--- src/rtl/id_ex_reg.sv ---
// Decode->Execute pipeline register for the RV32I core: captures decoder controls and operands,
// supports hazard stall (hold) and flush (bubble), and counts inserted bubbles for debug.
module id_ex_reg #(
  parameter int DATA_WIDTH  = 32,
  parameter int ADDR_WIDTH  = 5,
  parameter int RSRC_WIDTH  = 2,
  parameter int ALUOP_WIDTH = 3,
  parameter int CNT_WIDTH   = 16
) (
  input  logic                   clk,
  input  logic                   rst,
  input  logic                   stall_d,
  input  logic                   flush_e,
  input  logic                   valid_d,
  input  logic                   reg_write_d,
  input  logic [RSRC_WIDTH-1:0]  result_src_d,
  input  logic                   mem_write_d,
  input  logic                   alu_src_d,
  input  logic                   branch_d,
  input  logic                   jump_d,
  input  logic [ALUOP_WIDTH-1:0] alu_op_d,
  input  logic [2:0]             funct3_d,
  input  logic [DATA_WIDTH-1:0]  rd1_d,
  input  logic [DATA_WIDTH-1:0]  rd2_d,
  input  logic [DATA_WIDTH-1:0]  imm_ext_d,
  input  logic [DATA_WIDTH-1:0]  pc_d,
  input  logic [DATA_WIDTH-1:0]  pc_plus4_d,
  input  logic [ADDR_WIDTH-1:0]  rs1_d,
  input  logic [ADDR_WIDTH-1:0]  rs2_d,
  input  logic [ADDR_WIDTH-1:0]  rd_d,
  output logic                   valid_e,
  output logic                   reg_write_e,
  output logic [RSRC_WIDTH-1:0]  result_src_e,
  output logic                   mem_write_e,
  output logic                   alu_src_e,
  output logic                   branch_e,
  output logic                   jump_e,
  output logic [ALUOP_WIDTH-1:0] alu_op_e,
  output logic [2:0]             funct3_e,
  output logic [DATA_WIDTH-1:0]  rd1_e,
  output logic [DATA_WIDTH-1:0]  rd2_e,
  output logic [DATA_WIDTH-1:0]  imm_ext_e,
  output logic [DATA_WIDTH-1:0]  pc_e,
  output logic [DATA_WIDTH-1:0]  pc_plus4_e,
  output logic [ADDR_WIDTH-1:0]  rs1_e,
  output logic [ADDR_WIDTH-1:0]  rs2_e,
  output logic [ADDR_WIDTH-1:0]  rd_e,
  output logic [CNT_WIDTH-1:0]   bubble_cnt
);

  function automatic logic [CNT_WIDTH-1:0] sat_inc(input logic [CNT_WIDTH-1:0] v);
    return (&v) ? v : v + CNT_WIDTH'(1);
  endfunction

  logic load_p0;
  logic bubble_p0;

  // Flush wins over stall; a bubble is either a flush or an empty decode slot being loaded.
  assign load_p0   = flush_e | ~stall_d;
  assign bubble_p0 = flush_e | ~valid_d;

  // ---- decode -> execute boundary ----
  always_ff @(posedge clk or posedge rst) begin
    if (rst) begin
      valid_e      <= 1'b0;
      reg_write_e  <= 1'b0;
      result_src_e <= '0;
      mem_write_e  <= 1'b0;
      alu_src_e    <= 1'b0;
      branch_e     <= 1'b0;
      jump_e       <= 1'b0;
      alu_op_e     <= '0;
      funct3_e     <= '0;
      rd1_e        <= '0;
      rd2_e        <= '0;
      imm_ext_e    <= '0;
      pc_e         <= '0;
      pc_plus4_e   <= '0;
      rs1_e        <= '0;
      rs2_e        <= '0;
      rd_e         <= '0;
      bubble_cnt   <= '0;
    end else if (load_p0) begin
      rd1_e      <= rd1_d;
      rd2_e      <= rd2_d;
      imm_ext_e  <= imm_ext_d;
      pc_e       <= pc_d;
      pc_plus4_e <= pc_plus4_d;
      if (bubble_p0) begin
        // Explicit constants so X on undecoded controls can never leak into EX.
        valid_e      <= 1'b0;
        reg_write_e  <= 1'b0;
        result_src_e <= '0;
        mem_write_e  <= 1'b0;
        alu_src_e    <= 1'b0;
        branch_e     <= 1'b0;
        jump_e       <= 1'b0;
        alu_op_e     <= '0;
        funct3_e     <= '0;
        rs1_e        <= '0;
        rs2_e        <= '0;
        rd_e         <= '0;
        bubble_cnt   <= sat_inc(bubble_cnt);
      end else begin
        valid_e      <= 1'b1;
        reg_write_e  <= reg_write_d;
        result_src_e <= result_src_d;
        mem_write_e  <= mem_write_d;
        alu_src_e    <= alu_src_d;
        branch_e     <= branch_d;
        jump_e       <= jump_d;
        alu_op_e     <= alu_op_d;
        funct3_e     <= funct3_d;
        rs1_e        <= rs1_d;
        rs2_e        <= rs2_d;
        rd_e         <= reg_write_d ? rd_d : '0;
      end
    end
  end

endmodule

--- config.mk ---
export PLATFORM = sky130hd
export DESIGN_NAME = id_ex_reg
export DESIGN_NICKNAME = d
export VERILOG_FILES = /design/src/rtl/id_ex_reg.sv
export SDC_FILE = /design/constraint.sdc
export NUM_CORES = 1
export LEC_CHECK = 0
export ABC_AREA = 1
export CAP_MARGIN = 10
export CORE_AREA = 2 2 155 157
export DETAILED_ROUTE_END_ITERATION = 8
export DIE_AREA = 0 0 157 159
export PLACE_DENSITY = 0.77
export RECOVER_POWER = 25
export SETUP_SLACK_MARGIN = 0.5
export SYNTH_ARGS = -nofsm -noshare
export SYNTH_HDL_FRONTEND = slang
export SYNTH_SLANG_ARGS = --single-unit
--- constraint.sdc ---
create_clock -name clk -period 12.8 [get_ports clk]
set_input_delay 1.28 -clock clk [delete_from_list [all_inputs] [get_ports clk]]
set_output_delay 1.28 -clock clk [all_outputs]
set_load 0.05 [all_outputs]
==> metrics.yaml <==
outcome: "complete, but fails checks"
violations: "capacitance limit, slew limit"
swShare_pct: 31.5
pre_cts_slack_ns: 7.72
cp_slowest_cell: "clkinvlp_2"
finalSetupViolations: 0
max_slew_margin_pct: -288
die_h_um: 159
yosys.area.top_type: "dfrtp_1"
fin_crit_sh_pct: 45.8
finalHoldViolCount: 0
syn_to_final_growth_pct: 61.3
worstPathArrival_ns: 6.37
clockPowerShare_pct: 34.4
p_switching_mw: 0.575
worstHoldStart: "imm_ext_e[1]"
final_nets: 1155
postCtsHoldBufs: 0
total_power_mw: 1.83
worst_setup_path_end_kind: "asynchronous set/reset pin"
yosys-top-cells-area: "dfrtp_1 (64%), mux2_1 (14%), mux2_2 (8.4%)"
period_needed_ns: 5.87
drive_gt1_share_pct: 10.7
netlist_instances: 563
synth_seq_cells: 205
die_w_um: 157
dp_hpwl_um: 16700
initialDrtViolationCount: 232
met1_usage_pct: 20.6
setup_ws_ns: 6.93
cts_sinks: 205
fillerInstances: 1920
drc_errors: 0
gr-total-overflow: 0
dieArea_um2: 25000
critPathKind: "primary input to asynchronous set/reset pin"
multi_input_area_um2: 2610
syn-num-nets: 757
powerDensity_nw_per_um2: 141
p_int_mw: 1.25
cts.path.max_buffers: 3
fmax_ghz: 0.170
dp_cells: 1255
wl_per_cell_um: 17.9
rsz0062_at_grt: "no"
grt.total_usage_pct: 18.0
final_cell_mix: "clkdlybuf4s50_1 (374), dfrtp_1 (205), mux2_1 (100), nand2_1 (68), mux2_2 (60)"
start_util_pct: 34.6
path_delay_family: "buffers and inverters"
place_congestion: 0.805
clk_pin_slew_ns: 0.06
reg2reg_from: "bubble_cnt[0]"
maxCapViolCount: 1
syn_avg_cell_area_um2: 14.2
worstPathRequired_ns: 13.30
port_buffers: 397
crit_path_max_incr_delay_ns: 3.18
min_path_type: "flip-flop to flip-flop"
grt_pass1_vias: 6351
leakage_nw: 5.44
diodes: 0
vias: 6013
max_slew.worst_pin.slew_ns: 5.82
pwr-share-seq_pct: 40.4
met2_usage_pct: 31.5
crit_buf_inv: 3
hold_path_depth: 1
mostFrequentLayoutCell: "clkdlybuf4s50_1"
reg2reg_to: "bubble_cnt[3]"
wl_um: 23100
tns_ns: 0
rrSetupSlack_ns: 10.76
vias_per_cell: 4.65
ant_nets: 0
yosysSeqAreaShare_pct: 64.0
ys_warn_count: 0
clk_latency_ns: 0.51
drv_slew: 133
synth.top_cell.area_share_pct: 64.0
worstHoldEndpoint: "imm_ext_e[1]"
path_cells: "dlygate4sd3_1 -> clkinvlp_2 -> buf_4"
worst-path-max-fanout: 132
pin_count: 398
antenna_found_initial: 0
combPwrFrac_pct: 25.2
final-seq-area_um2: 5130
synth.distinct_cells: 21
fin_skew_ns: 0.00965
peakVddDrop_mv: 0.0909
fin_cells: 1294
start_kind: "primary input"
use_met3_pct: 6.86
firstDrtPassIters: 4
coreArea_um2: 23200
cts-root-buf: "clkbuf_16"
cts_resized: 0
htreeDepth: 1
cts_buffers: 23
synth_area_um2: 8010
grt.busiest_layer: "met2"
grt_pass1_wl_um: 35500
grt_max_degree: 133
reg2reg_depth: 7
post_cts_buffers: 0
fp-row-count: 56
cts_tree: "yes"
[state kept, by name, indices dropped and copies added, names as in the netlist]
name / count
reg_write_e: 1
pc_e: 32
rd2_e: 32
rd1_e: 32
bubble_cnt: 16
mem_write_e: 1
funct3_e: 3
rd_e: 5
pc_plus4_e: 32
result_src_e: 2
branch_e: 1
rs1_e: 5
jump_e: 1
valid_e: 1
alu_src_e: 1
rs2_e: 5
imm_ext_e: 32
alu_op_e: 3
[stage by stage]
| stage | cell area [um^2] | util [%] | hold WS, ns |
|---|---|---|---|
| final | 12900 | 55.8 | 0.474 |
| after global routing | 12900 | 55.8 | 0.488 |
| after CTS | 12900 | 55.8 | 0.486 |
| after detailed placement | 12200 | 52.7 | 0.474 |
| after global placement | 12200 | 52.7 | 0.466 |
| after floorplan | 8010 | - | 0.772 |
[synthesized netlist by cell type (all sizes together)]
cell type and instances:
xor2 3, a32o 23, nand2 69, nand3 26, nand3b 4, inv 20, a31o 1, o21ai 1
buf 25, nand4 2, nor2 19, mux2 160, clkbuf 4, ha 1, dfrtp 205
[worst max path at each step]
stage	from	endpoint	slack, ns	cells past startpoint
floorplan	rst	alu_op_e[0]	5.92	1
global placement	flush_e	pc_plus4_e[1]	7.78	6
detailed placement	flush_e	rd1_e[15]	7.72	6
CTS	flush_e	rd1_e[17]	8.27	6
global route	rst	pc_e[7]	5.87	3
finish	rst	pc_e[6]	6.93	3
[power by group through the flow]
stage,Clock [mW],Combinational [mW],Sequential (mW)
after floorplan,0,0.0831,0.934
after global placement,0,0.463,0.746
after detailed placement,0,0.467,0.749
after CTS,0.649,0.468,0.738
after global routing,0.677,0.482,0.744
final,0.628,0.460,0.737
[logic make-up after synthesis]
logic type               Yosys count  share of synthesized area, %
AO/OA/AOI/OAI                     25                          3.04
XOR/XNOR                           3                         0.328
adder cells (fa/ha/maj)            1                         0.156
buffers and inverters             49                          3.59
flip-flops                       205                          64.0
multiplexers                     160                          22.5
AND/OR/NAND/NOR                  120                          6.39
[worst reg2reg max path, stage by stage, from the launching register on]
cell,delay [ns]
dfrtp_1,0.40
ha_1,0.20
inv_1,0.06
nor2_2,0.22
nand4_2,0.56
nand2_1,0.39
nand2_1,0.08
nand2_1,0.06
[per-layer routing]
| metal | vias to the layer above | wire length [um] |
|---|---|---|
| met1 | 2929 | 8720 |
| met3 | 36 | 2570 |
| met5 | - | 0 |
| li1 | 2756 | - |
| met2 | 292 | 11300 |
| met4 | 0 | 543 |
[layout make-up]
| class | instances | area share (%) |
|---|---|---|
| Sequential cell | 205 | 39.7 |
| Timing Repair Buffer | 402 | 31.0 |
| Multi-Input combinational cell | 309 | 20.2 |
| Clock buffer | 32 | 4.94 |
| Tap cell | 319 | 3.09 |
| Inverter | 20 | 0.590 |
| Clock inverter | 7 | 0.523 |
(Power assumes the default switching activity.)
